<file path="src/rtl/fc_frame_packer_pkg.sv">
// Shared types and constants for the FC frame packer.
//   state_t      : packer FSM states (LOAD / BURST / WAIT)
//   BYTE_SIZE    : width of one streamed int8 byte
//   WORD_SIZE    : width of one packed word toward the FC controller
//   frame_words(): number of 32-bit words in one frame
//                  (activations + weights + biases)
package fc_frame_packer_pkg;

  typedef enum logic [1:0] {
    LOAD  = 2'd0,
    BURST = 2'd1,
    WAIT  = 2'd2
  } state_t;

  localparam int BYTE_SIZE = 8;
  localparam int WORD_SIZE = 32;

  function automatic int frame_words(input int in_bytes, input int out_bytes);
    return (in_bytes + in_bytes * out_bytes + out_bytes) / 4;
  endfunction

endpackage

</file>
<file path="src/rtl/fc_frame_packer_word_packer.sv">
// fc_word_packer: collects four bytes into one little-endian word.
// The first byte lands in bits [7:0], the fourth in [31:24].
//   clk, rst   : clock, synchronous active-high reset
//   byte_valid : a byte is accepted this cycle
//   byte_data  : accepted byte
//   word       : assembled word, valid while word_done is high
//   word_idx   : index of the word being assembled (0..NUM_WORDS-1, wraps)
//   word_done  : the fourth byte of a word is being accepted this cycle
module fc_word_packer
  import fc_frame_packer_pkg::*;
#(
  parameter int NUM_WORDS = 11,
  parameter int IDX_W     = 4
) (
  input  logic                 clk,
  input  logic                 rst,
  input  logic                 byte_valid,
  input  logic [BYTE_SIZE-1:0] byte_data,
  output logic [WORD_SIZE-1:0] word,
  output logic [IDX_W-1:0]     word_idx,
  output logic                 word_done
);

  logic [1:0]               lane;
  logic [3*BYTE_SIZE-1:0]   partial;

  // The fourth byte bypasses the partial register so the full word is
  // available in the same cycle it completes.
  assign word_done = byte_valid && (lane == 2'd3);
  assign word      = {byte_data, partial};

  always_ff @(posedge clk) begin
    if (rst) begin
      lane     <= 2'd0;
      word_idx <= '0;
      partial  <= '0;
    end else if (byte_valid) begin
      lane <= lane + 2'd1;
      case (lane)
        2'd0:    partial[7:0]   <= byte_data;
        2'd1:    partial[15:8]  <= byte_data;
        2'd2:    partial[23:16] <= byte_data;
        default: ;
      endcase
      if (lane == 2'd3) begin
        word_idx <= (word_idx == IDX_W'(NUM_WORDS - 1)) ? '0 : word_idx + IDX_W'(1);
      end
    end
  end

endmodule

</file>
<file path="src/rtl/fc_frame_packer.sv">
// fc_frame_packer: loads one frame of int8 bytes (activations, weights,
// biases) into a word buffer, then bursts the words to the FC controller
// and waits for its result strobe before accepting the next frame.
//   clk, rst  : clock, synchronous active-high reset
//   s_valid   : upstream byte valid
//   s_data    : upstream byte
//   s_ready   : byte accepted when s_valid && s_ready
//   r_valid   : word strobe to the FC controller
//   in_data   : packed word to the FC controller (registered)
//   t_valid   : result-valid from the FC controller
//   busy      : high in BURST and WAIT
//   frame_cnt : completed frames, wrapping
//
// state | meaning
// LOAD  | accepting bytes into the frame buffer
// BURST | streaming buffer words 0..FRAME_WORDS-1, one per cycle
// WAIT  | frame sent, waiting for t_valid from the FC controller
module fc_frame_packer
  import fc_frame_packer_pkg::*;
#(
  parameter int IN_BYTES  = 8,
  parameter int OUT_BYTES = 4
) (
  input  logic                 clk,
  input  logic                 rst,
  input  logic                 s_valid,
  input  logic [BYTE_SIZE-1:0] s_data,
  output logic                 s_ready,
  output logic                 r_valid,
  output logic [WORD_SIZE-1:0] in_data,
  input  logic                 t_valid,
  output logic                 busy,
  output logic [7:0]           frame_cnt
);

  localparam int FRAME_WORDS = frame_words(IN_BYTES, OUT_BYTES);
  localparam int IDX_W       = (FRAME_WORDS > 1) ? $clog2(FRAME_WORDS) : 1;

  state_t                 state, next_state;
  logic [IDX_W-1:0]       burst_idx, next_burst_idx;
  logic                   byte_valid;
  logic [WORD_SIZE-1:0]   word;
  logic [IDX_W-1:0]       word_idx;
  logic                   word_done;
  logic                   frame_last;
  logic [WORD_SIZE-1:0]   rd_word;
  logic [WORD_SIZE-1:0]   frame_buf [FRAME_WORDS];

  // s_ready is only ever high in LOAD, so it also gates acceptance.
  assign byte_valid = s_valid && s_ready;
  assign frame_last = word_done && (word_idx == IDX_W'(FRAME_WORDS - 1));
  assign busy       = (state != LOAD);

  fc_word_packer #(
    .NUM_WORDS (FRAME_WORDS),
    .IDX_W     (IDX_W)
  ) u_word_packer (
    .clk        (clk),
    .rst        (rst),
    .byte_valid (byte_valid),
    .byte_data  (s_data),
    .word       (word),
    .word_idx   (word_idx),
    .word_done  (word_done)
  );

  always_ff @(posedge clk) begin
    if (word_done) begin
      frame_buf[word_idx] <= word;
    end
  end

  always_ff @(posedge clk) begin
    if (rst) begin
      state     <= LOAD;
      burst_idx <= '0;
    end else begin
      state     <= next_state;
      burst_idx <= next_burst_idx;
    end
  end

  always_comb begin
    next_state     = state;
    next_burst_idx = burst_idx;
    case (state)
      LOAD: begin
        if (frame_last) begin
          next_state     = BURST;
          next_burst_idx = '0;
        end
      end
      BURST: begin
        if (burst_idx == IDX_W'(FRAME_WORDS - 1)) begin
          next_state = WAIT;
        end else begin
          next_burst_idx = burst_idx + IDX_W'(1);
        end
      end
      WAIT: begin
        if (t_valid) begin
          next_state = LOAD;
        end
      end
      default: next_state = LOAD;
    endcase
  end

  // Word being written this cycle is forwarded so a one-word frame still
  // presents fresh data on its first burst cycle.
  always_comb begin
    rd_word = frame_buf[next_burst_idx];
    if (word_done && (word_idx == next_burst_idx)) begin
      rd_word = word;
    end
  end

  // Outputs are registered from the next state so they line up with it.
  always_ff @(posedge clk) begin
    if (rst) begin
      s_ready   <= 1'b0;
      r_valid   <= 1'b0;
      in_data   <= '0;
      frame_cnt <= 8'd0;
    end else begin
      s_ready <= (next_state == LOAD);
      r_valid <= (next_state == BURST);
      in_data <= (next_state == BURST) ? rd_word : '0;
      if ((state == WAIT) && t_valid) begin
        frame_cnt <= frame_cnt + 8'd1;
      end
    end
  end

endmodule

</file>
<file path="config.mk">
export PLATFORM = sky130hd
export DESIGN_NAME = fc_frame_packer
export DESIGN_NICKNAME = d
export VERILOG_FILES = /design/src/rtl/fc_frame_packer_pkg.sv /design/src/rtl/fc_frame_packer_word_packer.sv /design/src/rtl/fc_frame_packer.sv
export SDC_FILE = /design/constraint.sdc
export NUM_CORES = 1
export LEC_CHECK = 0
export CAP_MARGIN = 15
export CELL_PAD_IN_SITES_DETAIL_PLACEMENT = 0
export CELL_PAD_IN_SITES_GLOBAL_PLACEMENT = 2
export CORE_ASPECT_RATIO = 0.6
export CORE_MARGIN = 1.5
export CORE_UTILIZATION = 35
export CTS_BUF_LIST = sky130_fd_sc_hd__clkbuf_16
export CTS_CLUSTER_DIAMETER = 200
export CTS_CLUSTER_SIZE = 12
export DETAILED_ROUTE_END_ITERATION = 7
export MAX_ROUTING_LAYER = met4
export PLACE_DENSITY_LB_ADDON = 0.12
export SLEW_MARGIN = 20
export SYNTH_ARGS = -nofsm -noshare
export SYNTH_HDL_FRONTEND = slang
export SYNTH_SLANG_ARGS = --single-unit
</file>
<file path="constraint.sdc">
create_clock -name clk -period 5.81 [get_ports clk]
set_input_delay 0.8715 -clock clk [delete_from_list [all_inputs] [get_ports clk]]
set_output_delay 0.8715 -clock clk [all_outputs]
set_load 0.02 [all_outputs]
</file>
# ---- Word level (Yosys, flattened, before mapping)
# Memory sizes are Yosys's and may differ from the RTL's. A register that Yosys moved wholly into a read port is not among the register bits.
# Cells that the tools add are included.
dict set report totals {
  in_bits 12
  wordCells 47
  ramBits 352
  n_memories 1
  output_inout_bits 43
  register_bits 46
}
# memory depth width read_ports rd_ports_with_merged_regs wr line_no
set mem_list {}
lappend mem_list {frame_buf 11 32 1 1 1 fc_frame_packer.sv:47} ;# logic [WORD_SIZE-1:0] frame_buf [FRAME_WORDS];
dict set report classes {
  n_bitwise 1
  n_eq_ne 8
  addsub 4
  reduce_logical 13
  mux 10
}
# op n
set ops {}
lappend ops {{$mux 4} 3}
lappend ops {{$add 4x1->4 const B} 2}
lappend ops {{$add 8x1->8 const B} 1}
lappend ops {{$eq 4x4->1 const B} 2}
lappend ops {{$pmux 4 s2} 1}
lappend ops {{$reduce_and 2->1} 4}
lappend ops {{$eq 2x1->1 const B} 3}
lappend ops {{$eq 2x2->1 const B} 3}
lappend ops {{$logic_not 2->1} 3}
lappend ops {{$mux 2} 3}
lappend ops {{$pmux 2 s3} 1}
lappend ops {{$logic_and 1x1->1} 4}
lappend ops {{$add 2x1->2 const B} 1}
lappend ops {{$mux 1} 2}
lappend ops {{$reduce_bool 2->1} 1}
lappend ops {{$reduce_or 2->1} 1}
lappend ops {{$not 1->1} 1}

# ---- Logic depth before layout (Yosys ltp)
dict set report depth {
  ltp_word 8
  ltp_mapped 12
  depth_no_buf 9
}

# ---- Modules after synthesis
# A second synthesis with hierarchy kept.
dict set report hier_totals {
  cells_unflattened 1109
  hier_area_um2 16777.3
}
# mod n_inst seq_area_each_um2 area_per_inst_um2 cells_per_inst
set by_module_without_submodules {}
lappend by_module_without_submodules {fc_frame_packer 1 11531.1 15514.9 957}
lappend by_module_without_submodules {fc_word_packer 1 600.6 1262.5 152}

# ---- Least setup slack after synthesis
# Ideal clock, no wire load.
dict set report synth_path {
  kind {input-to-reg}
  startpoint {input port s_valid}
  endpoint {memory frame_buf[2][0] (enable)}
  required_ps 5307
  setup_slack_ps 1005
  cell_stages 2
  t_arrival_ps 4302
  path_buffers 0
  setup_time_ps 503
  cell_sequence {nand4_1 -> nor4_1}
}
dict set report synth_via {
  elab_chain_cells 4
}
# item line_no
set synth_lines {}
lappend synth_lines {{start: declaration} fc_frame_packer.sv:26} ;# input logic s_valid,
lappend synth_lines {{$logic_and 1x1->1} fc_frame_packer.sv:50} ;# assign byte_valid = s_valid && s_ready;
lappend synth_lines {{$logic_and 1x1->1} fc_frame_packer_word_packer.sv:29} ;# assign word_done = byte_valid && (lane == 2'd3);
lappend synth_lines {{$mux 1} fc_frame_packer.sv:68} ;# if (word_done) begin
lappend synth_lines {{$mux 1 (not written as such)} fc_frame_packer.sv:69} ;# frame_buf[word_idx] <= word;
lappend synth_lines {{end: declaration} fc_frame_packer.sv:47}
# Every way passes these cells.

# ---- Worst setup path after layout
dict set report layout_path {
  startpoint {input port s_valid}
  endpoint {register in_data[10], read port of frame_buf}
}
dict set report layout_via {
  elab_chain_cells 8
  word_cells_on_any_way 10
  cone_classes {1 x eq/ne; 4 x mux; 1 x bitwise; 4 x reduce/logical}
}
# item line_no
set layout_lines {}
lappend layout_lines {{$logic_and 1x1->1 (*)} fc_frame_packer.sv:50}
lappend layout_lines {{$logic_and 1x1->1 (*)} fc_frame_packer_word_packer.sv:29}
lappend layout_lines {{$logic_and 1x1->1 (*)} fc_frame_packer.sv:51} ;# assign frame_last = word_done && (word_idx == IDX_W'(FRAME_WORDS - 1));
lappend layout_lines {{$mux 2} fc_frame_packer.sv:88} ;# if (frame_last) begin
lappend layout_lines {{$pmux 2 s3} fc_frame_packer.sv:86} ;# case (state)
lappend layout_lines {{$eq 2x1->1} fc_frame_packer.sv:128} ;# in_data <= (next_state == BURST) ? rd_word : '0;
lappend layout_lines {{$not 1->1 (no line)} n/a}
lappend layout_lines {{$reduce_or 2->1 (no line)} n/a}
lappend layout_lines {{end: declaration} fc_frame_packer.sv:30} ;# output logic [WORD_SIZE-1:0] in_data,
# Mark *: on every way between the ends. The rest lies on a longest branch, timed or not.
# A chain may end at the register's enable or synchronous reset.

==> metrics.txt <==
slew at the pin with the worst max-slew slack 1130 ps; CTS tree done; critical-path cell list clkdlybuf4s50_1 -> nand4_1 -> o211ai_2 -> a21oi_1 -> or3b_1 -> or3_1 -> buf_4 -> nand2_2 -> o21ai_1; starting density of the core 35.8%; Die Y 172 um; Post-Syn Instances 1149; first-pass GRT wire length 70300 um; sequential share of the synthesized area 72.5%; root buffer cell clkbuf_16; Reg-to-Reg Start u_word_packer.lane[0]; post-CTS setup buffer count 0; drt pass-1 iters 5; slowest stage delay, CP 750 ps; arrival time worst endpoint 4330 ps; Synth Flop Type edfxtp_1; Synth-to-Final Area Change 15.2%; FP Rows 61; syn nets 1168; FILL cells 4289; commonest non-fill, non-tap cells in the layout edfxtp_1, nand2_1, mux2i_1, dfxtp_1, nor2_1; WHS Endpoint frame_cnt[7]; layout cells sized above 1 8.59%; Yosys top cell area share 63.1%; global-route usage over all layers 20.3%; Final Cycle Share 67.9%; Ant. Diodes 0; most common cell after layout, fill and taps aside edfxtp_1; Power Density 303 nW/um^2; port bufs 54; crit path max fanout 31; Place WS 1360 ps; H-tree depth 2; Setup crit end kind flop; worst vdd ir 0.000180 V; slowest CP cell nand2_2; Synth area leader edfxtp_1; DR iter-0 viols 944; Detail Placement HPWL 25700 um; Max Cap Violations 0; IO Count 55; initial antenna violation count 1; syn avg cell area 14.6 um^2; reg2reg end in_data[10]; number of global-route vias before repair 9745; min-delay worst type reg2reg; Yosys warnings 0; leak pwr 6.46 nW; RSZ-0062 raised after global routing false; die width 285 um; clk sinks 430; clock period minus worst slack 3950 ps; r2r worst-path depth 9; hold depth 2; via count 9953; EDFF count, synth 352; status complete, no violations; DRT antenna net count 0; max frequency 253 MHz; Setup WS post-layout 1860 ps; worst reg-to-reg setup slack 1930 ps; vias per cell 5.37; area of the core 46800 um^2; ranking of synthesized cells by area edfxtp_1, dfxtp_1, mux2i_1; gp weighted congestion 0.764; largest net degree at the start of global routing 95; total gr overflow 0; worst endpoint required time 6190 ps; max-slew violation count 0; startpoint types input pin; Layout Skew 14.5 ps; DRT Wirelength 47800 um; die footprint 49200 um^2; Worst-path clk slew 60 ps; Seq cells post-synth 430; Skew-Pair Late Insertion Delay 550 ps; final net count 1209; Fin. Hold Viols 0; Mapped Area 16700 um^2; number of remaining DRC errors 0; DR WL/cell 25.8 um; # resized after CTS 0; hold buffer count at CTS 0; CTS max path bufs 3; kind of critical path in2reg; library cells used by synthesis 57; Async SR Flop Fraction 0%; Finish-stage setup viols 0; min-delay src frame_cnt[7]; Worst slew margin 24.7%; CTS buffer count 41; setup TNS 0 ps
==> layer usage <==
layer	part of all wire (%)	vias up	routed length [um]	global-route usage (%)
met5	0	-	0	-
met4	1.1	0	537	3.20
met3	5.1	46	2420	3.10
met2	41	268	19800	28.5
met1	52	5072	25000	31.2
li1	-	4567	-	-
==> stage by stage <==
stage | std cells | power (W) | hold slack [ps] | util, % | area [um^2]
detailed placement | 1776 | 0.00346 | 516 | 38.6 | 18000
CTS | 1851 | 0.00591 | 529 | 41.1 | 19200
global placement | 1776 | 0.00346 | 493 | 38.6 | 18000
global route | 1852 | 0.00604 | 594 | 41.2 | 19300
floorplan | 1149 | 0.00341 | 506 | - | 16700
finish | 1852 | 0.00584 | 523 | 41.2 | 19300
==> registers in the layout, indices dropped and copies added, names as in the netlist <==
signal,count
burst_idx,4
frame_buf,352
frame_cnt,8
in_data,32
r_valid,1
s_ready,1
state,2
u_word_packer.lane,2
u_word_packer.partial,24
u_word_packer.word_idx,4
==> worst max-delay path by stage <==
stage,start,to
2_1_floorplan,s_valid,frame_buf[2][0]
3_3_place_gp,s_valid,in_data[0]
3_5_place_dp,s_valid,in_data[10]
4_1_cts,s_valid,in_data[10]
5_1_grt,s_valid,in_data[0]
6_report,s_valid,in_data[10]
==> Yosys cell counts, drive strengths merged, types with 10 or more instances <==
cell / instances
a211oi: 32
a21oi: 32
a2bb2oi: 32
a32oi: 31
a41oi: 32
buf: 31
clkbuf: 54
dfxtp: 78
edfxtp: 352
mux2i: 97
nand2: 115
nand3: 44
nor2: 62
nor3: 10
o21ai: 21
o22ai: 17
or4: 31
==> layout make-up <==
class | instances | area [um^2] | area share, %
Clock buffer | 43 | 1080 | 5.58
Tap cell | 630 | 788 | 4.09
Clock inverter | 32 | 125 | 0.649
Timing Repair Buffer | 83 | 798 | 4.14
Sequential cell | 430 | 12100 | 62.9
Inverter | 7 | 26.3 | 0.136
Multi-Input combinational cell | 627 | 4330 | 22.5
==> cell families after synthesis <==
group / count (synthesis) / share of synthesized area (%)
AND/OR/NAND/NOR: 296 / 8.47
buffers and inverters: 92 / 2.43
XOR/XNOR: 10 / 0.523
adder cells (fa/ha/maj): 7 / 0.523
flip-flops: 430 / 72.5
multiplexers: 100 / 6.07
AO/OA/AOI/OAI: 214 / 9.51
==> critical path: cells and delay by family <==
family	cells	cell delay, ps
AO/OA/AOI/OAI	3	810
buffers and inverters	2	730
AND/OR/NAND/NOR	4	1890
==> report_power, final <==
| part | internal (W) | switching, W | total (W) |
|---|---|---|---|
| clock | 0.00133 | 0.00112 | 0.00245 |
| combinational | 0.0000152 | 0.0000411 | 0.0000563 |
| sequential | 0.00332 | 0.0000184 | 0.00334 |
Power figures use the tool's default switching activity.
